[config.mk]
export PLATFORM = sky130hd
export DESIGN_NAME = stim_gen
export DESIGN_NICKNAME = d
export VERILOG_FILES = /design/src/rtl/stim_gen.sv
export SDC_FILE = /design/constraint.sdc
export NUM_CORES = 1
export LEC_CHECK = 0
export ABC_AREA = 1
export BUFFER_PORTS_ARGS = -buffer_cell sky130_fd_sc_hd__buf_2
export CAP_MARGIN = 5
export CORE_MARGIN = 2
export CORE_UTILIZATION = 32
export DETAILED_ROUTE_END_ITERATION = 12
export GPL_TIMING_DRIVEN = 0
export PLACE_DENSITY = 0.6
export SLEW_MARGIN = 15
export SYNTH_ARGS = -nofsm -noshare
export SYNTH_HDL_FRONTEND = slang
export SYNTH_SLANG_ARGS = --single-unit
[constraint.sdc]
create_clock -name clk -period 6.98 [get_ports clk]
set_input_delay 0.349 -clock clk [delete_from_list [all_inputs] [get_ports clk]]
set_output_delay 0.349 -clock clk [all_outputs]
set_load 0.05 [all_outputs]
[src/rtl/stim_gen.sv]
// rtl/stim_gen.sv - operand stimulus generator with random, sweep, walking-one and corner patterns
//
// Produces one registered operand pair per cycle on o_ia/o_ib for a programmable
// number of vectors and reports progress (o_count, o_busy) and completion (o_done).
//
// Parameters:
//   WIDTH        operand width, 8..32
//   COUNT_WIDTH  width of the vector counter and of i_num_tests
//   SEED_A       LFSR seed for operand A (0 is replaced by 1)
//   SEED_B       LFSR seed for operand B (0 is replaced by 1)
//
// Ports:
//   clk          clock, all state on posedge
//   reset        asynchronous active-high reset
//   i_start      begin a run (sampled in IDLE only)
//   i_stop       abort the current run; wins over i_start in IDLE
//   i_hold       pause generator, count and outputs
//   i_mode       00 random, 01 sweep, 10 walking-one, 11 corner
//   i_num_tests  vectors per run, 0 = free-run until i_stop
//   o_ia, o_ib   operand pair
//   o_valid      o_ia/o_ib carry a vector this cycle
//   o_busy       FSM is in RUN
//   o_done       one-cycle pulse at the end of a run
//   o_count      vectors issued in the current or last run
//
// Build option: define STIM_GEN_CORNER_EN to include the corner table; without it
// mode 11 behaves exactly as random mode.

module stim_gen #(
    parameter int          WIDTH       = 32,
    parameter int          COUNT_WIDTH = 32,
    parameter logic [31:0] SEED_A      = 32'h1,
    parameter logic [31:0] SEED_B      = 32'h2
) (
    input  logic                   clk,
    input  logic                   reset,
    input  logic                   i_start,
    input  logic                   i_stop,
    input  logic                   i_hold,
    input  logic [1:0]             i_mode,
    input  logic [COUNT_WIDTH-1:0] i_num_tests,
    output logic [WIDTH-1:0]       o_ia,
    output logic [WIDTH-1:0]       o_ib,
    output logic                   o_valid,
    output logic                   o_busy,
    output logic                   o_done,
    output logic [COUNT_WIDTH-1:0] o_count
);

    localparam logic [1:0] ST_IDLE = 2'd0;
    localparam logic [1:0] ST_RUN  = 2'd1;
    localparam logic [1:0] ST_DONE = 2'd2;

    localparam logic [1:0] MODE_RANDOM = 2'b00;
    localparam logic [1:0] MODE_SWEEP  = 2'b01;
    localparam logic [1:0] MODE_WALK   = 2'b10;
    localparam logic [1:0] MODE_CORNER = 2'b11;

    localparam logic [31:0] LFSR_TAPS  = 32'h8020_0003;
    // An all-zero seed would lock the LFSR at zero forever.
    localparam logic [31:0] SEED_A_EFF = (SEED_A == 32'd0) ? 32'd1 : SEED_A;
    localparam logic [31:0] SEED_B_EFF = (SEED_B == 32'd0) ? 32'd1 : SEED_B;

    localparam logic [WIDTH-1:0] ZERO     = '0;
    localparam logic [WIDTH-1:0] ALL_ONES = '1;
    localparam logic [WIDTH-1:0] ONE      = {{(WIDTH-1){1'b0}}, 1'b1};

    // Galois LFSR step, shared by both operands.
    function automatic logic [31:0] lfsr_step(input logic [31:0] s);
        return {1'b0, s[31:1]} ^ (s[0] ? LFSR_TAPS : 32'd0);
    endfunction

    // Mode actually used for a run; folds corner onto random when the table is absent.
    function automatic logic [1:0] eff_mode(input logic [1:0] m);
`ifdef STIM_GEN_CORNER_EN
        return m;
`else
        return (m == MODE_CORNER) ? MODE_RANDOM : m;
`endif
    endfunction

`ifdef STIM_GEN_CORNER_EN
    localparam logic [WIDTH-1:0] MSB_ONLY = {1'b1, {(WIDTH-1){1'b0}}};

    // Corner table entry as {a, b}.
    function automatic logic [2*WIDTH-1:0] corner_entry(input logic [2:0] idx);
        logic [2*WIDTH-1:0] e;
        case (idx)
            3'd0:    e = {ZERO,     ZERO};
            3'd1:    e = {ZERO,     ALL_ONES};
            3'd2:    e = {ALL_ONES, ZERO};
            3'd3:    e = {ALL_ONES, ALL_ONES};
            3'd4:    e = {ONE,      ALL_ONES};
            3'd5:    e = {ALL_ONES, ONE};
            3'd6:    e = {MSB_ONLY, MSB_ONLY};
            default: e = {MSB_ONLY, ALL_ONES};
        endcase
        return e;
    endfunction

    logic [2:0] corner_idx_q;   // table index of the next vector to issue
`endif

    logic [1:0]             state_q;
    logic [1:0]             mode_q;
    logic [COUNT_WIDTH-1:0] num_q;
    // LFSR registers hold the state for the *next* random vector; vector 0 is the seed itself.
    logic [31:0]            lfsr_a_q;
    logic [31:0]            lfsr_b_q;

    logic [WIDTH-1:0]       first_a;
    logic [WIDTH-1:0]       first_b;
    logic [WIDTH-1:0]       next_a;
    logic [WIDTH-1:0]       next_b;
    logic [WIDTH-1:0]       walk_rot;
    logic                   last_vec;

    // Vector 0 of a run, selected from the mode being latched.
    always_comb begin
        first_a = ZERO;
        first_b = ZERO;
        case (eff_mode(i_mode))
            MODE_RANDOM: begin
                first_a = SEED_A_EFF[WIDTH-1:0];
                first_b = SEED_B_EFF[WIDTH-1:0];
            end
            MODE_WALK: begin
                first_a = ONE;
                first_b = ~ONE;
            end
`ifdef STIM_GEN_CORNER_EN
            MODE_CORNER: {first_a, first_b} = corner_entry(3'd0);
`endif
            default: begin
                first_a = ZERO;
                first_b = ZERO;
            end
        endcase
    end

    // Vector k+1 derived from the currently presented vector k and the pattern state.
    always_comb begin
        next_a   = o_ia;
        next_b   = o_ib;
        walk_rot = {o_ia[WIDTH-2:0], o_ia[WIDTH-1]};
        case (mode_q)
            MODE_RANDOM: begin
                next_a = lfsr_a_q[WIDTH-1:0];
                next_b = lfsr_b_q[WIDTH-1:0];
            end
            MODE_SWEEP: begin
                // B counts how many times A has wrapped.
                next_a = o_ia + ONE;
                next_b = o_ib + {{(WIDTH-1){1'b0}}, (o_ia == ALL_ONES)};
            end
            MODE_WALK: begin
                next_a = walk_rot;
                next_b = ~walk_rot;
            end
`ifdef STIM_GEN_CORNER_EN
            MODE_CORNER: {next_a, next_b} = corner_entry(corner_idx_q);
`endif
            default: begin
                next_a = o_ia;
                next_b = o_ib;
            end
        endcase
    end

    // A bounded run ends once its final vector has actually been presented unpaused.
    assign last_vec = o_valid && !i_hold && (num_q != '0) && (o_count == num_q);

    always_ff @(posedge clk or posedge reset) begin
        if (reset) begin
            state_q      <= ST_IDLE;
            mode_q       <= MODE_RANDOM;
            num_q        <= '0;
            lfsr_a_q     <= SEED_A_EFF;
            lfsr_b_q     <= SEED_B_EFF;
`ifdef STIM_GEN_CORNER_EN
            corner_idx_q <= 3'd0;
`endif
            o_ia         <= '0;
            o_ib         <= '0;
            o_valid      <= 1'b0;
            o_busy       <= 1'b0;
            o_done       <= 1'b0;
            o_count      <= '0;
        end else begin
            o_done <= 1'b0;
            case (state_q)
                ST_IDLE: begin
                    if (i_start && !i_stop) begin
                        state_q      <= ST_RUN;
                        mode_q       <= eff_mode(i_mode);
                        num_q        <= i_num_tests;
                        lfsr_a_q     <= lfsr_step(SEED_A_EFF);
                        lfsr_b_q     <= lfsr_step(SEED_B_EFF);
`ifdef STIM_GEN_CORNER_EN
                        corner_idx_q <= 3'd1;
`endif
                        o_ia         <= first_a;
                        o_ib         <= first_b;
                        o_valid      <= 1'b1;
                        o_busy       <= 1'b1;
                        o_count      <= {{(COUNT_WIDTH-1){1'b0}}, 1'b1};
                    end
                end
                ST_RUN: begin
                    if (i_stop || last_vec) begin
                        state_q <= ST_DONE;
                        o_valid <= 1'b0;
                        o_busy  <= 1'b0;
                        o_done  <= 1'b1;
                    end else if (i_hold) begin
                        o_valid <= 1'b0;
                    end else if (!o_valid) begin
                        // First cycle after a hold: re-present the held vector without counting it.
                        o_valid <= 1'b1;
                    end else begin
                        o_ia     <= next_a;
                        o_ib     <= next_b;
                        lfsr_a_q <= lfsr_step(lfsr_a_q);
                        lfsr_b_q <= lfsr_step(lfsr_b_q);
`ifdef STIM_GEN_CORNER_EN
                        corner_idx_q <= corner_idx_q + 3'd1;
`endif
                        o_count  <= o_count + {{(COUNT_WIDTH-1){1'b0}}, 1'b1};
                    end
                end
                ST_DONE: begin
                    state_q <= ST_IDLE;
                end
                default: begin
                    state_q <= ST_IDLE;
                    o_valid <= 1'b0;
                    o_busy  <= 1'b0;
                end
            endcase
        end
    end

endmodule

## Word level (Yosys, flattened, before mapping)

Index checks and enable logic that the tools add are counted.

| word-level totals | value |
|---|---|
| bits in latches | 0 |
| memory bits (writable) | 0 |
| output and inout port bits | 99 |
| logic and storage cells | 93 |
| ROM bits | 0 |
| memories | 0 |
| input port bits | 39 |
| register bits after elaboration | 199 |

| operators by class | value |
|---|---|
| order comparisons | 0 |
| divide/modulo/power cells | 0 |
| multiplexer cells | 42 |
| reduce and logical (&&, ||, !) cells | 19 |
| eq/ne operators | 14 |
| multiply operators | 0 |
| bitwise operators | 4 |
| shift-type cells | 0 |
| add/sub/neg operators | 3 |

Operators by type and width:

| kind | number |
|---|---|
| $mux W32 | 21 |
| $pmux W32 S2 | 6 |
| $pmux W32 S3 | 2 |
| $add A32 B1 Y32 const B | 2 |
| $xor A31 B32 Y32 | 2 |
| $add A32 B1 Y32 | 1 |
| $eq A32 B32 Y1 | 1 |
| $eq A32 B32 Y1 const B | 1 |
| $not A32 Y32 | 1 |
| $reduce_bool A32 Y1 | 1 |
| $ne A2 B2 Y1 const B | 5 |
| $eq A2 B2 Y1 const B | 4 |
| $mux W1 | 7 |
| $logic_not A2 Y1 | 3 |
| $mux W2 | 3 |
| $pmux W1 S3 | 2 |
| $reduce_and A2 Y1 | 3 |
| $reduce_and A6 Y1 | 1 |
| $reduce_and A5 Y1 | 1 |
| $eq A2 B1 Y1 const B | 2 |
| $logic_and A1 B1 Y1 | 4 |
| $ne A4 B1 Y1 const B | 1 |
| $pmux W2 S2 | 1 |
| $reduce_and A3 Y1 | 1 |
| 5 further kinds | 6 |

## Logic depth before layout (Yosys ltp)

Gate-level depths: netlist of the first run.

| depth | value |
|---|---|
| depth after elaboration | 7 |
| gate-level depth with buffers | 20 |
| depth with buffers taken out | 20 |

## Least setup slack after synthesis of the first run

OpenSTA, ideal clock, no wires.

| path | value |
|---|---|
| path type | register to register |
| start | reg o_ia[0] |
| end | reg o_ib[20] |
| data required time | 6861 ps |
| period minus slack after synthesis | 3396 ps |
| setup slack | 3584 ps |
| buffers on the path | 0 |
| arrival time | 3278 ps |
| cell stages (with the launch flop) | 20 |
| cell sequence | dfrtp_1 > ha_1 > nand2_1 > nor2_1 > nand3b_1 > nor2_1 > nand2_1 > nor4_1 > ha_1 > nand2_1 > nor2_1 > nand2_1 > nor2_1 > nand3_1 > nand3_1 > nand2_1 > nand2_1 > nand2_1 > nand4_1 > nand2_1 |

| on the way | value |
|---|---|
| word-level cells in the longest chain between the ends | 7 |

RTL lines:

| item | line | RTL |
|---|---|---|
| start: declaration | 42 | `output logic [WIDTH-1:0] o_ia,` |
| start signal: assignment | 202 | `o_ia <= first_a;` |
| start signal: assignment | 221 | `o_ia <= next_a;` |
| $eq A32 B32 Y1 | 154 | `next_b = o_ib + {{(WIDTH-1){1'b0}}, (o_ia == ALL_ONES)};` |
| $add A32 B1 Y32 | 154 |  |
| $pmux W32 S3 | 146 | `case (mode_q)` |
| $mux W32 | 217 | `end else if (!o_valid) begin` |
| $mux W32 | 215 | `end else if (i_hold) begin` |
| $mux W32 | 210 | `if (i_stop \|\| last_vec) begin` |
| $pmux W32 S2 | 191 | `case (state_q)` |
| end signal: assignment | 203 | `o_ib <= first_b;` |
| end signal: assignment | 222 | `o_ib <= next_b;` |
| end: declaration | 43 | `output logic [WIDTH-1:0] o_ib,` |

No other way between the ends. The select of a mux whose other input is x is not followed.
A chain may end at the register's enable or synchronous reset.

## Worst setup path in the final report of the first run

| path | value |
|---|---|
| start | reg o_ia[1] |
| end | reg o_ib[22] |

Same word-level chain as after synthesis.

==> reports/results.txt, run 1 <==
Clock sink count: 199
Adder-Cell Fraction of Synth Area: 0.00676
Largest family of logic cells by synthesized area: simple AND/OR/NAND/NOR gates
Critical Path End Type: register
Simple-gate share of the synthesized area: 0.392
Pwr Total: 4.56 mW
Final #Nets: 2217
Ant. Diodes: 0
Cells after Synth: 2012
Fin Setup TNS: 0 ps
DIE WIDTH: 205 um
RSZ-0062 raised after global routing: false
Fmax achieved: 202 MHz
Final Core Density: 0.376
Largest net degree at the start of global routing: 107
XOR/XNOR Fraction of Synth Area: 0.0264
Post-Syn Nets: 2058
FF-to-FF setup slack: 2020 ps
Initial Util: 0.325
Leakage: 6.93 nW
Final hold violation count: 0
Initial antenna violation count: 0
First-pass GRT wire length: 80100 um
Share of flip-flops with an asynchronous set or reset: 1.00
Fin area: 0.0150 mm^2
H-Tree Depth: 4
Via Count: 14000
RePlAce Congestion: 0.976
Reg-to-reg startpoint: o_ia[1]
Post-synthesis sequential area ratio: 0.385
Most common flop cell mapped by yosys: dfrtp_1
Total GRT Usage: 0.254
Worst Hold Depth: 3
Hold path start: i_num_tests[8]
Setup-failing EPs final: 0
Total gr overflow: 0
Clock root buffer master: clkbuf_16
Die Y: 205 um
Power Density: 305 mW/mm^2
Netlist cell types: 37
Filler cells: 4392
Worst Skew: 11.3 ps
Hold endpoint: num_q[8]
Synth Cell Area: 0.0130 mm^2
Post-synth EDFFs: 0
Syn avg cell area: 6.44 um^2
Vias in the first global route: 13100
Post-CTS setup buffer count: 0
CP Class: register to register
Hold Buf Count CTS: 1
Mux share of post-synthesis cell area: 0.000773
Ys Warns: 0
Outcome: complete, no violations
Critical Path Source: o_ia[1]
Deepest clock path buffer count: 2
Req. time, crit path: 7390 ps
HP Class: input port to register
WL final: 52500 um
R2R cell count: 20
Drt pass-1 iters: 6
I/O Pins: 138
CTS resizes: 0
Die Area: 0.0421 mm^2
Minimum clock period: 4960 ps
Synthesis-to-layout area growth: 15.6%
Headroom to the max-slew limit: 0.285
Worst-skew pair later-pin latency: 480 ps
R2R Path End: o_ib[22]
Max_cap viols: 0
Port buffer count: 137
CTS tree: yes
Startpoint types: register
Initial drt markers: 1330
Period utilization: 0.711
Crit path DAT: 5370 ps
Slew Viols, Final: 0
HPWL after DPL: 40700 um
Peak VDD IR: 0.204 mV
CP Max Fanout: 7
Reg clk slew, reported paths: 80 ps
WL/cell: 19.4 um
Placed cell area: 0.0144 mm^2
Yosys reg bits: 199
Vias per cell: 5.18
DRC errors left: 0
Post-synthesis compound-gate area fraction: 0.103
Worst-margin pin slew: 1060 ps
Cts bufs inserted: 17
Remaining antenna violation count: 0
Share of cells above drive strength 1: 0.114
Core area: 0.0398 mm^2
Rows: 73
-- per-layer routing --
metal,GRT usage,vias up,wire (um)
li1,-,6714,-
met1,0.371,6619,24300
met2,0.380,590,22300
met3,0.0277,104,3900
met4,0.109,0,2060
met5,0,-,0
-- power by group --
group | total [mW] | internal [mW] | leakage (nW) | switching (mW)
logic | 1.84 | 0.451 | 3.97 | 1.39
clock network | 1.05 | 0.515 | 0.295 | 0.536
registers | 1.67 | 1.34 | 2.66 | 0.328
total | 4.56 | 2.31 | 6.93 | 2.26
-- logic make-up (layout without fill, tap and decap cells) --
group,after synthesis,after routing
AO/OA/AOI/OAI,261,261
XOR/XNOR,39,39
adder cells (fa/ha/maj),7,7
buffers and inverters,276,448
flip-flops,199,199
multiplexers,1,1
AND/OR/NAND/NOR,1229,1229
-- stage by stage --
stage	hold slack [ps]	cells	setup slack [ps]
6_report	60.7	2709	2020
2_1_floorplan	442	2012	1210
3_3_place_gp	458	2674	-1330
3_5_place_dp	235	2676	2290
4_1_cts	47.6	2709	2240
5_1_grt	69.7	2709	1770
-- cell type report --
class | count | area, um^2 | share of cell area
inverters | 178 | 676 | 0.0451
flip-flops and latches | 199 | 4980 | 0.333
multi-input cells | 1537 | 6860 | 0.458
plain buffers | 98 | 442 | 0.0295
repair buffers | 140 | 751 | 0.0501
clock buffers | 17 | 425 | 0.0284
well taps | 525 | 657 | 0.0439
clock inverters | 15 | 180 | 0.0120
-- synthesized netlist by cell type, types with 7 or more instances --
library cell	instances	area [um^2]
ha_1	7	87.6
o21ai_1	28	140
inv_2	7	26.3
nand3_1	116	581
xor2_1	27	236
clkbuf_1	55	206
nand4_1	72	450
buf_2	21	105
or2_2	24	150
buf_4	10	75.1
nor2_1	219	822
o21ai_0	121	606
a21oi_1	98	490
nor3_1	18	90.1
dfrtp_1	197	4930
buf_1	9	33.8
xnor2_1	12	105
nand2_1	762	2860
inv_1	170	638
-- critical path, cell delays in order, from the launching register on --
cell and delay [ps]:
dfrtp_1 580, ha_1 380, nand2_1 140, nor2_1 450, nand3b_1 170, nor2_1 160, nand2_1 70, nor4_1 810
ha_1 420, nand2_1 100, nor2_1 330, nand2_1 90, nor2_1 470, nand2_1 100, nand2_1 80, nand3_1 70
nand2_1 100, nand2_1 50, nand2_1 60, nand4_1 120, nand2_1 110
-- cells in the final DEF (no fill, tap or decap), drive strengths merged --
master,n
dfrtp,197
a211oi,5
clkbuf,74
nor4,1
mux2i,1
bufinv,1
and2,5
nand3b,2
buf,180
o211ai,4
dlygate4sd3,1
o21bai,2
xor2,27
nand2,766
or2,25
clkinv,6
nor3,18
o21ai,149
nand3,117
nor2,223
inv,185
xnor2,12
dfstp,2
a21oi,98
nand4,72
clkinvlp,1
o22ai,3
ha,7
-- worst max-delay path by stage --
| stage | endpoint | slack (ps) | depth (start not counted) |
|---|---|---|---|
| after global placement | o_ia[19] | -1330 | 2 |
| final | o_ib[22] | 2020 | 20 |
| after CTS | o_ib[24] | 2240 | 19 |
| after global routing | o_ib[20] | 1770 | 20 |
| after detailed placement | o_ib[22] | 2290 | 20 |
| after floorplan | lfsr_a_q[10] | 1210 | 1 |
-- state kept, by name (all words and copies together), names as in the netlist --
register and count:
lfsr_a_q 32, lfsr_b_q 32, num_q 32, o_count 32, o_ia 32, o_ib 32
mode_q 2, state_q 2, o_busy 1, o_done 1, o_valid 1
Power figures use the tool's default switching activity.
==> run 2: changes to the inputs <==
--- a/config.mk
+++ b/config.mk
@@ -5,14 +5,14 @@
 export SDC_FILE = /design/constraint.sdc
 export NUM_CORES = 1
 export LEC_CHECK = 0
-export ABC_AREA = 1
+export ABC_AREA = 0
 export BUFFER_PORTS_ARGS = -buffer_cell sky130_fd_sc_hd__buf_2
 export CAP_MARGIN = 5
 export CORE_MARGIN = 2
 export CORE_UTILIZATION = 32
 export DETAILED_ROUTE_END_ITERATION = 12
 export GPL_TIMING_DRIVEN = 0
-export PLACE_DENSITY = 0.6
+export PLACE_DENSITY = 0.62
 export SLEW_MARGIN = 15
 export SYNTH_ARGS = -nofsm -noshare
 export SYNTH_HDL_FRONTEND = slang
==> constraint.sdc (replaced) <==
create_clock -name clk -period 4.4 [get_ports clk]
set_input_delay 0.22 -clock clk [delete_from_list [all_inputs] [get_ports clk]]
set_output_delay 0.22 -clock clk [all_outputs]
set_load 0.05 [all_outputs]
==> reports/results.txt, run 2 <==
Synth area leader: dfrtp_1
First-pass GRT wire length: 64500 um (-19%)
Worst Skew: 16.5 ps (+5.21 ps)
Slew Viols, Final: 0 (unchanged)
Crit path DAT: 4600 ps (-770 ps)
Synthesis-to-layout area growth: 21.7%
Most common flop cell mapped by yosys: dfrtp_1
Period utilization: 0.959 (+0.248)
Synth Cell Area: 0.0110 mm^2 (-15%)
CP Max Fanout: 8 (+1)
HPWL after DPL: 30100 um (-26%)
Synth top area share: 0.448 (+0.0675)
Vias per cell: 5.85 (+13%)
Final #Nets: 1486 (-33%)
Clock sink count: 199 (unchanged)
Drt pass-1 iters: 6 (unchanged)
Hold endpoint: o_valid
Worst slack, placed: -168 ps (-2460 ps)
I/O Pins: 138 (unchanged)
Fin Setup TNS: 0 ps (unchanged)
Syn avg cell area: 8.86 um^2 (+38%)
Inst Count DP: 1832 (-32%)
Largest stage delay on the critical path: 520 ps (-290 ps)
Pwr Total: 9.16 mW (+100%)
Post-synthesis sequential area ratio: 0.453 (+0.0682)
Outcome: complete, no violations
Critical path depth: 15 (-25%)
Startpoint types: register
Worst-margin pin slew: 1050 ps (-11.3 ps)
CP top delay family: simple AND/OR/NAND/NOR gates
WL final: 42200 um (-20%)
DIE WIDTH: 189 um (-7.7%)
Netlist cell types: 71 (+92%)
Rows: 67 (-8.2%)
Headroom to the max-slew limit: 0.293 (+0.00760)
Clock root buffer master: clkbuf_16
Initial drt markers: 1153 (-13%)
Most frequent cells in the layout: dfrtp_1 (196), nand2_1 (185), buf_2 (162)
Req. time, crit path: 4780 ps (-2610 ps)
Initial Util: 0.326 (+0.00121)
Reg clk slew, reported paths: 80 ps (about the same)
FF-to-FF setup slack: 180 ps (-1840 ps)
Port buffer count: 137 (unchanged)
Peak VDD IR: 0.425 mV (+110%)
Area contributors post-synth: dfrtp_1 (45%), nand2_1 (6.3%), o21ai_0 (5.0%)
H-Tree Depth: 4 (unchanged)
Die Area: 0.0359 mm^2 (-15%)
HP Class: input port to register
Final hold violation count: 0 (unchanged)
Vias in the first global route: 10600 (-19%)
Total gr overflow: 0 (unchanged)
Commonest non-fill, non-tap cell in the layout: dfrtp_1
DRC errors left: 0 (unchanged)
Deepest clock path buffer count: 2 (unchanged)
Max_cap viols: 0 (unchanged)
Yosys reg bits: 199 (unchanged)
CP Buf/Inv Count: 2 (+2)
R2R Path End: o_ib[29]
Critical Path End Type: register
Fmax achieved: 237 MHz (+18%)
WL/cell: 22.2 um (+15%)
Cells after Synth: 1241 (-38%)
Via Count: 11100 (-21%)
Post-synth EDFFs: 0 (unchanged)
Slowest CP cell: or3b_2
CP Cell Sequence: buf_2 -> and3_1 -> clkbuf_1 -> and4_1 -> nand3_1 -> nor2_2 -> and3_1 -> ha_1 -> nand2_1 -> nor3_4 -> or3b_2 -> nor2_1 -> nand4_1 -> o31a_1 -> o22ai_1
Power Density: 684 mW/mm^2 (+120%)
Share of cells above drive strength 1: 0.160 (+0.0468)
RePlAce Congestion: 0.945 (-3.2%)
R2R cell count: 15 (-25%)
Filler cells: 3443 (-22%)
Setup-failing EPs final: 0 (unchanged)
Total GRT Usage: 0.236 (-0.0181)
Largest net degree at the start of global routing: 36 (-66%)
Minimum clock period: 4220 ps (-743 ps)
Reg-to-reg startpoint: o_ia[16]
Initial antenna violation count: 0 (unchanged)
Hold path start: i_hold
Most frequent cell after synthesis: dfrtp_1
Share of flip-flops with an asynchronous set or reset: 1.00 (unchanged)
Core area: 0.0337 mm^2 (-15%)
Hold_ws: 62.5 ps (+1.81 ps)
Remaining antenna violation count: 0 (unchanged)
Worst-skew pair later-pin latency: 460 ps (-20 ps)
Ys Warns: 0 (unchanged)
Post-synth top cells: dfrtp_1 (197), nand2_1 (185), o21ai_0 (110)
Post-Syn Nets: 1287 (-37%)
Cts bufs inserted: 17 (unchanged)
Die Y: 189 um (-7.7%)
Ant. Diodes: 0 (unchanged)
Worst Hold Depth: 2 (-1)
CP most frequent cell: and3_1
Fin worst setup slack: 181 ps (-1840 ps)
CP Class: register to register
CTS tree: yes
Fin cells: 1901 (-30%)
Leakage: 5.95 nW (-14%)
-- run 2: where the power goes --
part | leakage (nW) | internal, mW | switching [mW] | total, mW
sequential | 2.64 | 2.31 | 0.723 | 3.03
clock | 0.298 | 0.865 | 0.827 | 1.69
combinational | 3.02 | 1.12 | 3.31 | 4.43
total | 5.95 | 4.29 | 4.86 | 9.16
-- run 2: repair_timing --
item	4_1_cts	5_1_grt
setup endpoints to repair	5	19
pin swaps	0	1
hold buffers	33	0
buffers inserted	0	4
resized for setup	3	5
hold endpoints to repair	51	0
-- run 2: worst max path at each step --
stage / to / from
CTS: o_ib[31] / o_ia[0]
global placement: o_ib[29] / o_ia[0]
detailed placement: o_ib[29] / o_ia[0]
floorplan: o_ib[31] / o_ia[0]
global route: o_ib[28] / o_ia[16]
finish: o_ib[29] / o_ia[16]
-- run 2: stage by stage --
step / utilization / instance area [um^2]
2_1_floorplan: - / 11000
3_3_place_gp: 0.364 / 12300
3_5_place_dp: 0.367 / 12400
4_1_cts: 0.396 / 13300
5_1_grt: 0.397 / 13400
6_report: 0.397 / 13400
-- run 2: per-layer routing --
| metal | track usage | up-vias | routed length (um) |
|---|---|---|---|
| li1 | - | 4946 | - |
| met1 | 0.322 | 5498 | 17900 |
| met2 | 0.368 | 582 | 19100 |
| met3 | 0.0484 | 93 | 3720 |
| met4 | 0.0942 | 0 | 1500 |
| met5 | 0 | - | 0 |
-- run 2: cells by family (layout without fill, tap and decap cells) --
family | after synthesis | count (layout) | synth area share
compound gates | 371 | 371 | 0.230
xor+xnor | 73 | 73 | 0.0581
flops | 199 | 199 | 0.453
simple gates | 458 | 458 | 0.198
buf+inv | 127 | 339 | 0.0475
mux | 6 | 6 | 0.00546
fa+ha+maj | 7 | 7 | 0.00796
-- run 2: area by class of cell --
class	count	area (um^2)	area share
clock inverter	15	189	0.0141
inverter	28	109	0.00813
timing repair buffer	180	1170	0.0871
clock buffer	17	425	0.0318
buffer	99	418	0.0312
sequential	199	4980	0.372
tap	448	561	0.0419
multi-input combinational	915	5530	0.413
==> run 3: changes to the inputs <==
--- a/config.mk
+++ b/config.mk
@@ -6,7 +6,7 @@
 export NUM_CORES = 1
 export LEC_CHECK = 0
 export ABC_AREA = 0
-export BUFFER_PORTS_ARGS = -buffer_cell sky130_fd_sc_hd__buf_2
+export BUFFER_PORTS_ARGS = -buffer_cell sky130_fd_sc_hd__clkbuf_2
 export CAP_MARGIN = 5
 export CORE_MARGIN = 2
 export CORE_UTILIZATION = 32
==> reports/results.txt, run 3 (synthesis results as in run 2) <==
Outcome: complete, no violations
Period utilization: 0.936 (-0.0228)
Largest stage delay on the critical path: 540 ps (+20 ps)
Critical Path End Type: register
Clock root buffer master: clkbuf_16
I/O Pins: 138 (unchanged)
Worst-skew pair later-pin latency: 460 ps (about the same)
Worst Hold Depth: 2 (unchanged)
Commonest non-fill, non-tap cell in the layout: dfrtp_1
Worst-margin pin slew: 1060 ps (+6.54 ps)
Synthesis-to-layout area growth: 21.3%
Cts bufs inserted: 17 (unchanged)
Drt pass-1 iters: 5 (-1)
RePlAce Congestion: 0.944 (about the same)
Die Y: 189 um (unchanged)
Largest net degree at the start of global routing: 36 (unchanged)
Port buffer count: 137 (unchanged)
Leakage: 5.88 nW (-1.3%)
Vias in the first global route: 10700 (+0.72%)
Slowest CP cell: dfrtp_1
Total GRT Usage: 0.237 (+0.00101)
FF/Latch Area: 0.00498 mm^2 (unchanged)
Req. time, crit path: 4780 ps (about the same)
CP Class: register to register
CTS tree: yes
CP Cell Sequence: ha_1 -> nand4_1 -> buf_4 -> nor2_2 -> nand3_1 -> nor2_2 -> and3_1 -> ha_1 -> nand2_1 -> nor3_4 -> or3b_2 -> nor2_1 -> nand4_1 -> o31a_1 -> o22ai_1
Filler cells: 3467 (+0.70%)
Headroom to the max-slew limit: 0.288 (-0.00440)
DRC errors left: 0 (unchanged)
Initial antenna violation count: 0 (unchanged)
Inst Count DP: 1832 (unchanged)
Fmax achieved: 243 MHz (+2.4%)
Reg clk slew, reported paths: 80 ps (about the same)
Ant. Diodes: 0 (unchanged)
H-Tree Depth: 4 (unchanged)
WL final: 42100 um (-0.34%)
CP Max Fanout: 9 (+1)
Initial drt markers: 1133 (-1.7%)
Fin cells: 1901 (unchanged)
Hold_ws: 45.9 ps (-16.7 ps)
Initial Util: 0.326 (unchanged)
Clock sink count: 199 (unchanged)
Reg-to-reg startpoint: o_ia[0]
DIE WIDTH: 189 um (unchanged)
Share of cells above drive strength 1: 0.160 (unchanged)
Final #Nets: 1486 (unchanged)
Deepest clock path buffer count: 2 (unchanged)
FF-to-FF setup slack: 280 ps (+100 ps)
Total gr overflow: 0 (unchanged)
Vias per cell: 5.78 (-1.1%)
R2R cell count: 15 (unchanged)
Die Area: 0.0359 mm^2 (unchanged)
Worst Skew: 13.3 ps (-3.14 ps)
Area taken by multi-input logic gates: 0.00553 mm^2 (about the same)
WL/cell: 22.1 um (-0.34%)
Slew Viols, Final: 0 (unchanged)
HP Class: input port to register
Power Density: 678 mW/mm^2 (-0.85%)
Hold endpoint: o_valid
HPWL after DPL: 30200 um (+0.13%)
Startpoint types: register
Max_cap viols: 0 (unchanged)
Hold path start: i_hold
Crit path DAT: 4500 ps (-100 ps)
First-pass GRT wire length: 64900 um (+0.52%)
Peak VDD IR: 0.416 mV (-2.2%)
Remaining antenna violation count: 0 (unchanged)
Via Count: 11000 (-1.1%)
Rows: 67 (unchanged)
Core area: 0.0337 mm^2 (unchanged)
Most frequent cells in the layout: dfrtp_1 (196), nand2_1 (185), clkbuf_2 (140)
Pwr Total: 9.05 mW (-1.2%)
Minimum clock period: 4120 ps (-100 ps)
Final hold violation count: 0 (unchanged)
R2R Path End: o_ib[29]
RSZ-0062 raised after global routing: false
Setup-failing EPs final: 0 (unchanged)
run 3: cell types whose count changed in the layout (fill, tap and decap cells not counted), sizes merged:
cell	change
clkinvlp	+2
clkbuf	+139
clkinv	-2
bufinv	-1
inv	-2
buf	-136
run 3: worst max path at each step:
| stage | from | end | slack, ps | cells after the start |
|---|---|---|---|---|
| 2_1_floorplan | o_ia[0] | o_ib[31] | 580 | 13 |
| 3_3_place_gp | o_ia[0] | o_ib[29] | -170 | 14 |
| 3_5_place_dp | o_ia[0] | o_ib[29] | -170 | 14 |
| 4_1_cts | o_ia[0] | o_ib[20] | 7 | 13 |
| 5_1_grt | o_ia[0] | o_ib[29] | 7 | 15 |
| 6_report | o_ia[0] | o_ib[29] | 280 | 15 |
run 3: power breakdown:
| group | switching (mW) | internal, mW |
|---|---|---|
| sequential | 0.721 | 2.31 |
| combinational | 3.31 | 1.11 |
| clock | 0.790 | 0.808 |
run 3: worst max-delay path: cells and delay by family (launching register included):
family / cells / cell delay (ps)
AOI/OAI and AO/OA: 2 / 410
adders and majority gates: 2 / 520
buffers and inverters: 1 / 190
and+or+nand+nor: 10 / 2360
DFF: 1 / 540
run 3: stage by stage:
step	util	instance area [um^2]	setup WS (ps)	setup TNS [ps]
after floorplan	-	11000	579	0
after global placement	0.364	12300	-170	-289
after detailed placement	0.367	12400	-174	-343
after CTS	0.394	13300	6.98	0
after global routing	0.396	13300	6.67	0
final	0.396	13300	281	0
run 3: per-layer routing:
metal | vias up | GRT usage | share of wire
li1 | 4938 | - | -
met1 | 5384 | 0.317 | 0.43
met2 | 550 | 0.368 | 0.45
met3 | 121 | 0.0528 | 0.080
met4 | 0 | 0.106 | 0.042
met5 | - | 0 | 0
run 3: timing repair:
item	in CTS	in global routing
gates resized for setup	3	6
endpoints found under the setup margin	4	19
hold buffers	33	0
buffers inserted	0	5
endpoints found under the hold margin	53	0
run 3: area by class of cell:
| class | count | area share |
|---|---|---|
| timing repair buffer | 181 | 0.0880 |
| multi-input combinational | 915 | 0.415 |
| clock buffer | 20 | 0.0335 |
| sequential | 199 | 0.374 |
| tap | 448 | 0.0420 |
| clock inverter | 12 | 0.00900 |
| inverter | 28 | 0.00816 |
| buffer | 98 | 0.0310 |
